==> src/rtl/arf_stack_sequencer_if.sv <==
// -----------------------------------------------------------------------------
// arf_stack_sequencer_if
//   Bundles the command handshake from the instruction control unit with the
//   control side of the PC/AR/SP address register file and the data memory.
//
//   master : instruction control unit + ARF/memory environment
//   slave  : arf_stack_sequencer
//
//   start, op[2:0]       command request and opcode
//   data_in[15:0]        PUSH operand
//   target[15:0]         CALL/LDPC destination
//   pc_value[15:0]       current PC from ARF OutC
//   mem_data_in[7:0]     memory read data (asynchronous read)
//   busy, done           sequencer status / one-cycle completion pulse
//   pop_data[15:0]       POP/RET result
//   arf_i, arf_fun_sel, arf_reg_sel, arf_out_c_sel, arf_out_d_sel   ARF control
//   mem_ce, mem_wr, mem_data_out                                     memory strobes
// -----------------------------------------------------------------------------
interface arf_stack_sequencer_if;
    logic        start;
    logic [2:0]  op;
    logic [15:0] data_in;
    logic [15:0] target;
    logic [15:0] pc_value;
    logic [7:0]  mem_data_in;

    logic        busy;
    logic        done;
    logic [15:0] pop_data;
    logic [15:0] arf_i;
    logic [2:0]  arf_fun_sel;
    logic [2:0]  arf_reg_sel;
    logic [1:0]  arf_out_c_sel;
    logic [1:0]  arf_out_d_sel;
    logic        mem_ce;
    logic        mem_wr;
    logic [7:0]  mem_data_out;

    modport master (
        output start, op, data_in, target, pc_value, mem_data_in,
        input  busy, done, pop_data, arf_i, arf_fun_sel, arf_reg_sel,
               arf_out_c_sel, arf_out_d_sel, mem_ce, mem_wr, mem_data_out
    );

    modport slave (
        input  start, op, data_in, target, pc_value, mem_data_in,
        output busy, done, pop_data, arf_i, arf_fun_sel, arf_reg_sel,
               arf_out_c_sel, arf_out_d_sel, mem_ce, mem_wr, mem_data_out
    );
endinterface

==> src/rtl/arf_stack_sequencer.sv <==
// -----------------------------------------------------------------------------
// arf_stack_sequencer
//   Micro-sequencer for multi-cycle stack and PC operations (PUSH, POP, CALL,
//   RET, LDPC, RSTSP). It drives ARF register enables/functions and the
//   memory strobes; the ARF itself does all SP arithmetic (wrapping mod 2^16).
//   The stack grows downward and SP points at the next free byte.
//
//   clk  : system clock, all state changes on the rising edge
//   rst  : synchronous, active-high reset
//   bus  : arf_stack_sequencer_if.slave (command handshake, ARF + memory control)
//
//   All outputs are decodes of the registered state and latched operands.
// -----------------------------------------------------------------------------
module arf_stack_sequencer #(
    parameter logic [15:0] STACK_BASE = 16'h00FF
) (
    input  logic                  clk,
    input  logic                  rst,
    arf_stack_sequencer_if.slave  bus
);

    localparam logic [2:0] OP_PUSH  = 3'b001;
    localparam logic [2:0] OP_POP   = 3'b010;
    localparam logic [2:0] OP_CALL  = 3'b011;
    localparam logic [2:0] OP_RET   = 3'b100;
    localparam logic [2:0] OP_LDPC  = 3'b101;
    localparam logic [2:0] OP_RSTSP = 3'b111;

    localparam logic [2:0] FUN_DEC   = 3'b000;
    localparam logic [2:0] FUN_INC   = 3'b001;
    localparam logic [2:0] FUN_LOAD  = 3'b010;

    // Active-low register enables: bit2 PC, bit1 AR, bit0 SP.
    localparam logic [2:0] SEL_NONE = 3'b111;
    localparam logic [2:0] SEL_SP   = 3'b110;
    localparam logic [2:0] SEL_PC   = 3'b011;

    typedef enum logic [3:0] {
        IDLE, PSH_LO, PSH_HI, POP_INC, POP_HI, POP_LO,
        CALL_LD, RET_LD, SP_LD, DONE
    } state_t;

    state_t      state, state_nxt;
    logic [2:0]  op_q;
    logic [15:0] data_q;
    logic [15:0] target_q;
    logic [15:0] pc_q;
    logic [7:0]  hi_q;
    logic [7:0]  lo_q;
    logic [15:0] pop_data_q;
    logic [15:0] push_word;

    logic        busy, done, mem_ce, mem_wr;
    logic [15:0] arf_i;
    logic [2:0]  arf_fun_sel, arf_reg_sel;
    logic [7:0]  mem_data_out;

    // CALL pushes the return address; PUSH pushes the operand.
    assign push_word = (op_q == OP_CALL) ? pc_q : data_q;

    // NOTE: state and operand registers use non-blocking assignments so every
    // flop samples pre-edge values, including mem_data_in decoded from state.
    always_ff @(posedge clk) begin
        if (rst) begin
            // NOTE: operand latches are reset too so a sequence abandoned by
            // reset leaves no stale data visible on pop_data or arf_i.
            state      <= IDLE;
            op_q       <= '0;
            data_q     <= '0;
            target_q   <= '0;
            pc_q       <= '0;
            hi_q       <= '0;
            lo_q       <= '0;
            pop_data_q <= '0;
        end else begin
            state <= state_nxt;
            if (state == IDLE && bus.start) begin
                op_q     <= bus.op;
                data_q   <= bus.data_in;
                target_q <= bus.target;
                pc_q     <= bus.pc_value;
            end
            if (state == POP_HI) begin
                hi_q <= bus.mem_data_in;
            end
            if (state == POP_LO) begin
                lo_q       <= bus.mem_data_in;
                pop_data_q <= {hi_q, bus.mem_data_in};
            end
        end
    end

    // NOTE: every output and the next state get a default first, so no path
    // through the case statement can infer a latch.
    always_comb begin
        state_nxt    = state;
        busy         = (state != IDLE);
        done         = 1'b0;
        arf_i        = '0;
        arf_fun_sel  = FUN_DEC;
        arf_reg_sel  = SEL_NONE;
        mem_ce       = 1'b0;
        mem_wr       = 1'b0;
        mem_data_out = '0;

        unique case (state)
            IDLE: begin
                if (bus.start) begin
                    case (bus.op)
                        OP_PUSH, OP_CALL: state_nxt = PSH_LO;
                        OP_POP,  OP_RET:  state_nxt = POP_INC;
                        OP_LDPC:          state_nxt = CALL_LD;
                        OP_RSTSP:         state_nxt = SP_LD;
                        default:          state_nxt = DONE;
                    endcase
                end
            end
            // Write at the current SP; the ARF decrements SP at the same edge.
            PSH_LO: begin
                mem_ce       = 1'b1;
                mem_wr       = 1'b1;
                mem_data_out = push_word[7:0];
                arf_reg_sel  = SEL_SP;
                arf_fun_sel  = FUN_DEC;
                state_nxt    = PSH_HI;
            end
            PSH_HI: begin
                mem_ce       = 1'b1;
                mem_wr       = 1'b1;
                mem_data_out = push_word[15:8];
                arf_reg_sel  = SEL_SP;
                arf_fun_sel  = FUN_DEC;
                state_nxt    = (op_q == OP_CALL) ? CALL_LD : DONE;
            end
            // SP points at a free byte, so step onto the high byte first.
            POP_INC: begin
                arf_reg_sel = SEL_SP;
                arf_fun_sel = FUN_INC;
                state_nxt   = POP_HI;
            end
            POP_HI: begin
                mem_ce      = 1'b1;
                arf_reg_sel = SEL_SP;
                arf_fun_sel = FUN_INC;
                state_nxt   = POP_LO;
            end
            // SP is left on the low byte, which is now the next free byte.
            POP_LO: begin
                mem_ce    = 1'b1;
                state_nxt = (op_q == OP_RET) ? RET_LD : DONE;
            end
            CALL_LD: begin
                arf_reg_sel = SEL_PC;
                arf_fun_sel = FUN_LOAD;
                arf_i       = target_q;
                state_nxt   = DONE;
            end
            RET_LD: begin
                arf_reg_sel = SEL_PC;
                arf_fun_sel = FUN_LOAD;
                arf_i       = {hi_q, lo_q};
                state_nxt   = DONE;
            end
            SP_LD: begin
                arf_reg_sel = SEL_SP;
                arf_fun_sel = FUN_LOAD;
                arf_i       = STACK_BASE;
                state_nxt   = DONE;
            end
            DONE: begin
                done      = 1'b1;
                state_nxt = IDLE;
            end
            default: state_nxt = IDLE;
        endcase
    end

    assign bus.busy          = busy;
    assign bus.done          = done;
    assign bus.pop_data      = pop_data_q;
    assign bus.arf_i         = arf_i;
    assign bus.arf_fun_sel   = arf_fun_sel;
    assign bus.arf_reg_sel   = arf_reg_sel;
    assign bus.arf_out_c_sel = 2'b00;
    assign bus.arf_out_d_sel = 2'b11;
    assign bus.mem_ce        = mem_ce;
    assign bus.mem_wr        = mem_wr;
    assign bus.mem_data_out  = mem_data_out;

endmodule

==> src/flat_wrapper.sv <==
// flat-port wrapper written by rule: the top's interface ports become plain ports
module arf_stack_sequencer_flat 
#(
    parameter logic [15:0] STACK_BASE = 16'h00FF
)
  (clk, rst, bus_start, bus_op, bus_data_in, bus_target, bus_pc_value, bus_mem_data_in, bus_busy, bus_done, bus_pop_data, bus_arf_i, bus_arf_fun_sel, bus_arf_reg_sel, bus_arf_out_c_sel, bus_arf_out_d_sel, bus_mem_ce, bus_mem_wr, bus_mem_data_out);
  arf_stack_sequencer_if bus_i ();
  input  logic clk;
  input  logic rst;
  input wire logic [$bits(bus_i.start)-1:0] bus_start;
  input wire logic [$bits(bus_i.op)-1:0] bus_op;
  input wire logic [$bits(bus_i.data_in)-1:0] bus_data_in;
  input wire logic [$bits(bus_i.target)-1:0] bus_target;
  input wire logic [$bits(bus_i.pc_value)-1:0] bus_pc_value;
  input wire logic [$bits(bus_i.mem_data_in)-1:0] bus_mem_data_in;
  output wire logic [$bits(bus_i.busy)-1:0] bus_busy;
  output wire logic [$bits(bus_i.done)-1:0] bus_done;
  output wire logic [$bits(bus_i.pop_data)-1:0] bus_pop_data;
  output wire logic [$bits(bus_i.arf_i)-1:0] bus_arf_i;
  output wire logic [$bits(bus_i.arf_fun_sel)-1:0] bus_arf_fun_sel;
  output wire logic [$bits(bus_i.arf_reg_sel)-1:0] bus_arf_reg_sel;
  output wire logic [$bits(bus_i.arf_out_c_sel)-1:0] bus_arf_out_c_sel;
  output wire logic [$bits(bus_i.arf_out_d_sel)-1:0] bus_arf_out_d_sel;
  output wire logic [$bits(bus_i.mem_ce)-1:0] bus_mem_ce;
  output wire logic [$bits(bus_i.mem_wr)-1:0] bus_mem_wr;
  output wire logic [$bits(bus_i.mem_data_out)-1:0] bus_mem_data_out;
  assign bus_i.start = bus_start;
  assign bus_i.op = bus_op;
  assign bus_i.data_in = bus_data_in;
  assign bus_i.target = bus_target;
  assign bus_i.pc_value = bus_pc_value;
  assign bus_i.mem_data_in = bus_mem_data_in;
  assign bus_busy = bus_i.busy;
  assign bus_done = bus_i.done;
  assign bus_pop_data = bus_i.pop_data;
  assign bus_arf_i = bus_i.arf_i;
  assign bus_arf_fun_sel = bus_i.arf_fun_sel;
  assign bus_arf_reg_sel = bus_i.arf_reg_sel;
  assign bus_arf_out_c_sel = bus_i.arf_out_c_sel;
  assign bus_arf_out_d_sel = bus_i.arf_out_d_sel;
  assign bus_mem_ce = bus_i.mem_ce;
  assign bus_mem_wr = bus_i.mem_wr;
  assign bus_mem_data_out = bus_i.mem_data_out;
  arf_stack_sequencer #(.STACK_BASE(STACK_BASE)) u_core (.clk(clk), .rst(rst), .bus(bus_i));
endmodule
==> config.mk <==
export PLATFORM = sky130hd
export DESIGN_NAME = arf_stack_sequencer_flat
export DESIGN_NICKNAME = d
export VERILOG_FILES = /design/src/rtl/arf_stack_sequencer_if.sv /design/src/rtl/arf_stack_sequencer.sv /design/src/flat_wrapper.sv
export SDC_FILE = /design/constraint.sdc
export NUM_CORES = 1
export LEC_CHECK = 0
export ABC_AREA = 0
export BUFFER_PORTS_ARGS = -buffer_cell sky130_fd_sc_hd__buf_2
export CAP_MARGIN = 20
export CORE_ASPECT_RATIO = 0.6
export CORE_MARGIN = 2
export CORE_UTILIZATION = 40
export DETAILED_ROUTE_END_ITERATION = 6
export PLACE_DENSITY_LB_ADDON = 0.08
export RECOVER_POWER = 100
export SLEW_MARGIN = 20
export SYNTH_ARGS = -nofsm -noshare
export SYNTH_HDL_FRONTEND = slang
export SYNTH_SLANG_ARGS = --single-unit
==> constraint.sdc <==
create_clock -name clk -period 1.74 [get_ports clk]
set_input_delay 0.348 -clock clk [delete_from_list [all_inputs] [get_ports clk]]
set_output_delay 0.348 -clock clk [all_outputs]
set_load 0.005 [all_outputs]
==> impl_metrics.csv <==
group,metric,value,unit
sta,rsz0062_at_grt,"true",
yosys,yosys_warnings,0,
yosys,avgSynthCellArea,8.125,um2
clock_network,clock_sinks,79,
yosys,netlist_area,0.003754,mm2
floorplanning,coreArea,0.009155,mm2
yosys,ys_seq_area_frac,0.4213,
worst_setup_path,crit_slowest_cell,"or4b_4",
yosys,synth_top_family_by_area,"compound AO/OA/AOI/OAI gates",
clock_network,clk_pin_slew,0.06,ns
clock_network,cts_hold_buf,0,
clock_network,cts_tree,"done",
detailed_routing,drc,0,
power_and_ir_drop,power.switching,3879,uW
worst_setup_path,crit_fanout,5,
power_and_ir_drop,power.density,1742,mW/mm2
power_and_ir_drop,p_leak,0.002264,uW
finish,antenna_cells,0,
power_and_ir_drop,p_int,6052,uW
global_route,grt_usage,0.2448,
detailed_routing,ant_nets,0,
global_route,antenna_found_initial,0,
worst_setup_path,worstSetupPathType,"reg -> out",
sta,final-max-slew-violation-count,0,
sta,finalClockSkew,0.005938,ns
detailed_routing,dr.first_iter.drc_count,323,
yosys,synth_area_leader_cell,"dfxtp_1",
worst_setup_path,start_kind,"register",
floorplanning,rows,27,
power_and_ir_drop,pwr-share-comb,0.559,
floorplanning,die_w,129.1,um
power_and_ir_drop,netSwitchingFraction,0.3906,
sta,period_minus_slack,2.047,ns
sta,max_slew_margin,0.5786,
job,maxCapViolations,0,
floorplanning,io_pins,116,
finish,nets,657,
power_and_ir_drop,clockPowerShare,0.192,
detailed_routing,viasPerCell,5.549,
yosys,synth_area_leaders,"dfxtp_1 42%, a21oi_1 10%, mux2i_1 8.5%",
sta,finalCritPeriodShare,1.176,
min_path,holdPathStages,3,
yosys,yosysTopAreaCellShare,0.4213,
worst_setup_path,cp.arrival,1.70,ns
yosys,synth_edf_count,0,
yosys,synthXorXnorAreaFrac,0.004667,
yosys,synthArstFlopShare,0,
min_path,hold_path_class,"in -> reg",
sta,tightest_slew,0.6322,ns
sta,layout_setup_ws,-0.3066,ns
run_status,status,"complete, but fails checks",
worst_setup_path,endpoint_kind,"output port",
worst_setup_path,ff2ff_path_depth,10,
yosys,synthSimpleGateAreaFrac,0.1843,
global_route,grt_pass1_wl,18930,um
clock_network,cts_made_buffers,9,
sta,hold_violations,0,
worst_setup_path,worstPathRequired,1.39,ns
yosys,synth_seq_cells,79,
detailed_routing,wirelength,13690,um
run_status,failed_checks,"setup timing",
yosys,ys.flop_type,"dfxtp_1",
worst_setup_path,cpPeakStageDelay,0.56,ns
yosys,synth_cell_type_count,42,
placement,gp_congestion,0.8320,
global_route,grt_pass1_vias,3498,
detailed_routing,vias,4045,
placement,portBuffers,109,
yosys,synth_compound_area_frac,0.2173,
yosys,synthCells,462,
yosys,ys_top_cells_by_count,"79 x dfxtp_1, 75 x a21oi_1, 51 x nand3_1",
clock_network,cts_root_buffer,"clkbuf_16",
power_and_ir_drop,seqPwrFrac,0.248,
clock_network,clock_path_buffers,2,
global_route,grt_overflow,0,
finish,syn2layout_area_growth,51.87,%
floorplanning,initial_utilization,0.4100,
global_route,grt_max_degree,55,
placement,dp_hpwl,8269,um
floorplanning,die_area,0.01020,mm2
sta,finalSetupViolations,86,
clock_network,cts_max_level,3,
finish,drive_gt1_frac,0.4224,
power_and_ir_drop,peakVddDrop,667.6,uV
detailed_routing,firstDrtPassIters,5,
power_and_ir_drop,total_power,9931,uW
yosys,yosysMostFrequentCell,"dfxtp_1",
detailed_routing,detail_route.wl_per_cell,18.78,um
yosys,synthAdderAreaFrac,0,
worst_setup_path,worstPathCellList,"or4b_4, buf_6, o22ai_2, buf_2",
sta,fmax,488.6,MHz
finish,post-route-util,0.6227,
floorplanning,die_y,79.04,um
clock_network,clk_latency,0.34,ns
yosys,synth_mux_area_frac,0.08533,
-- power by group through the flow --
stage	sequential [uW]	combinational (uW)	clock (uW)
finish	2470	5550	1910
global route	2500	5870	2010
CTS	2420	3960	1930
detailed placement	2420	3380	0
global placement	2400	3320	0
floorplan	2350	2460	0
-- per-stage QoR --
stage | setup WS (ns) | setup TNS, ns | std cells | cell area, um2 | hold slack (ns)
finish | -0.3066 | -12.67 | 729 | 5700 | 0.2495
global route | -0.3421 | -16.51 | 729 | 5700 | 0.2474
CTS | -0.2803 | -6.000 | 715 | 5176 | 0.2425
detailed placement | -0.03782 | -0.06782 | 685 | 4483 | 0.4458
global placement | 0.006827 | 0 | 685 | 4483 | 0.4404
floorplan | 0.04145 | 0 | 466 | 3769 | 0.4447
-- cells by family (layout without fill, tap and decap cells) --
logic type | after synthesis | after routing
AO/OA/AOI/OAI | 155 | 155
flip-flops | 79 | 79
AND/OR/NAND/NOR | 137 | 137
buffers and inverters | 55 | 188
other | 2 | 6
multiplexers | 32 | 32
XOR/XNOR | 2 | 2
-- final timing paths --
path                               start                endpoint  slack [ns]
setup reg to reg         u_core.state[3]      u_core.target_q[9]       -0.14
hold / removal           bus_pc_value[0]          u_core.pc_q[0]        0.25
hold reg to reg   u_core.bus.pop_data[8]  u_core.bus.pop_data[8]        0.45
setup / recovery         u_core.state[2]     bus_mem_data_out[4]       -0.31
-- cell type report --
type	count	area [um2]
Clock buffer	10	239.0
Timing Repair Buffer	169	1320
Fill cell	753	3455
Inverter	4	27.53
Tap cell	130	162.7
Clock inverter	5	58.81
Sequential cell	79	1595
Multi-Input combinational cell	332	2297
-- per-layer routing --
metal | wire length (um) | vias up | track usage
met5 | 0 | - | 0
met1 | 6849 | 1955 | 0.3778
met3 | 974 | 23 | 0.07278
li1 | - | 1902 | -
met4 | 173 | 0 | 0.05543
met2 | 5690 | 165 | 0.3280
-- cell usage in the layout, fill, tap and decap left out, types with 16 or more instances in the layout --
cell type	n
dfxtp_1	74
o21ai_1	50
mux2i_1	23
clkbuf_16	16
buf_4	28
nand2_1	49
nand3_1	37
buf_2	100
a21oi_1	61
-- flip-flops by register name, summed over array words and instances, names as in the netlist --
name	count
u_core.bus.pop_data	16
u_core.data_q	16
u_core.hi_q	8
u_core.op_q	3
u_core.pc_q	16
u_core.state	4
u_core.target_q	16
-- worst max-delay path: cells and delay by family, from the launching register on --
family                 cells  cell delay [ns]
flip-flops                 1             0.36
buffers and inverters      2             0.30
AND/OR/NAND/NOR            1             0.56
AO/OA/AOI/OAI              1             0.15
-- repair_timing --
item,in CTS,in global routing
gates cloned,2,7
setup buffers,13,8
pin swaps,17,25
gates resized for setup,66,76
endpoints found under the setup margin,31,54
No activity file was read; power rests on OpenSTA's default activity.
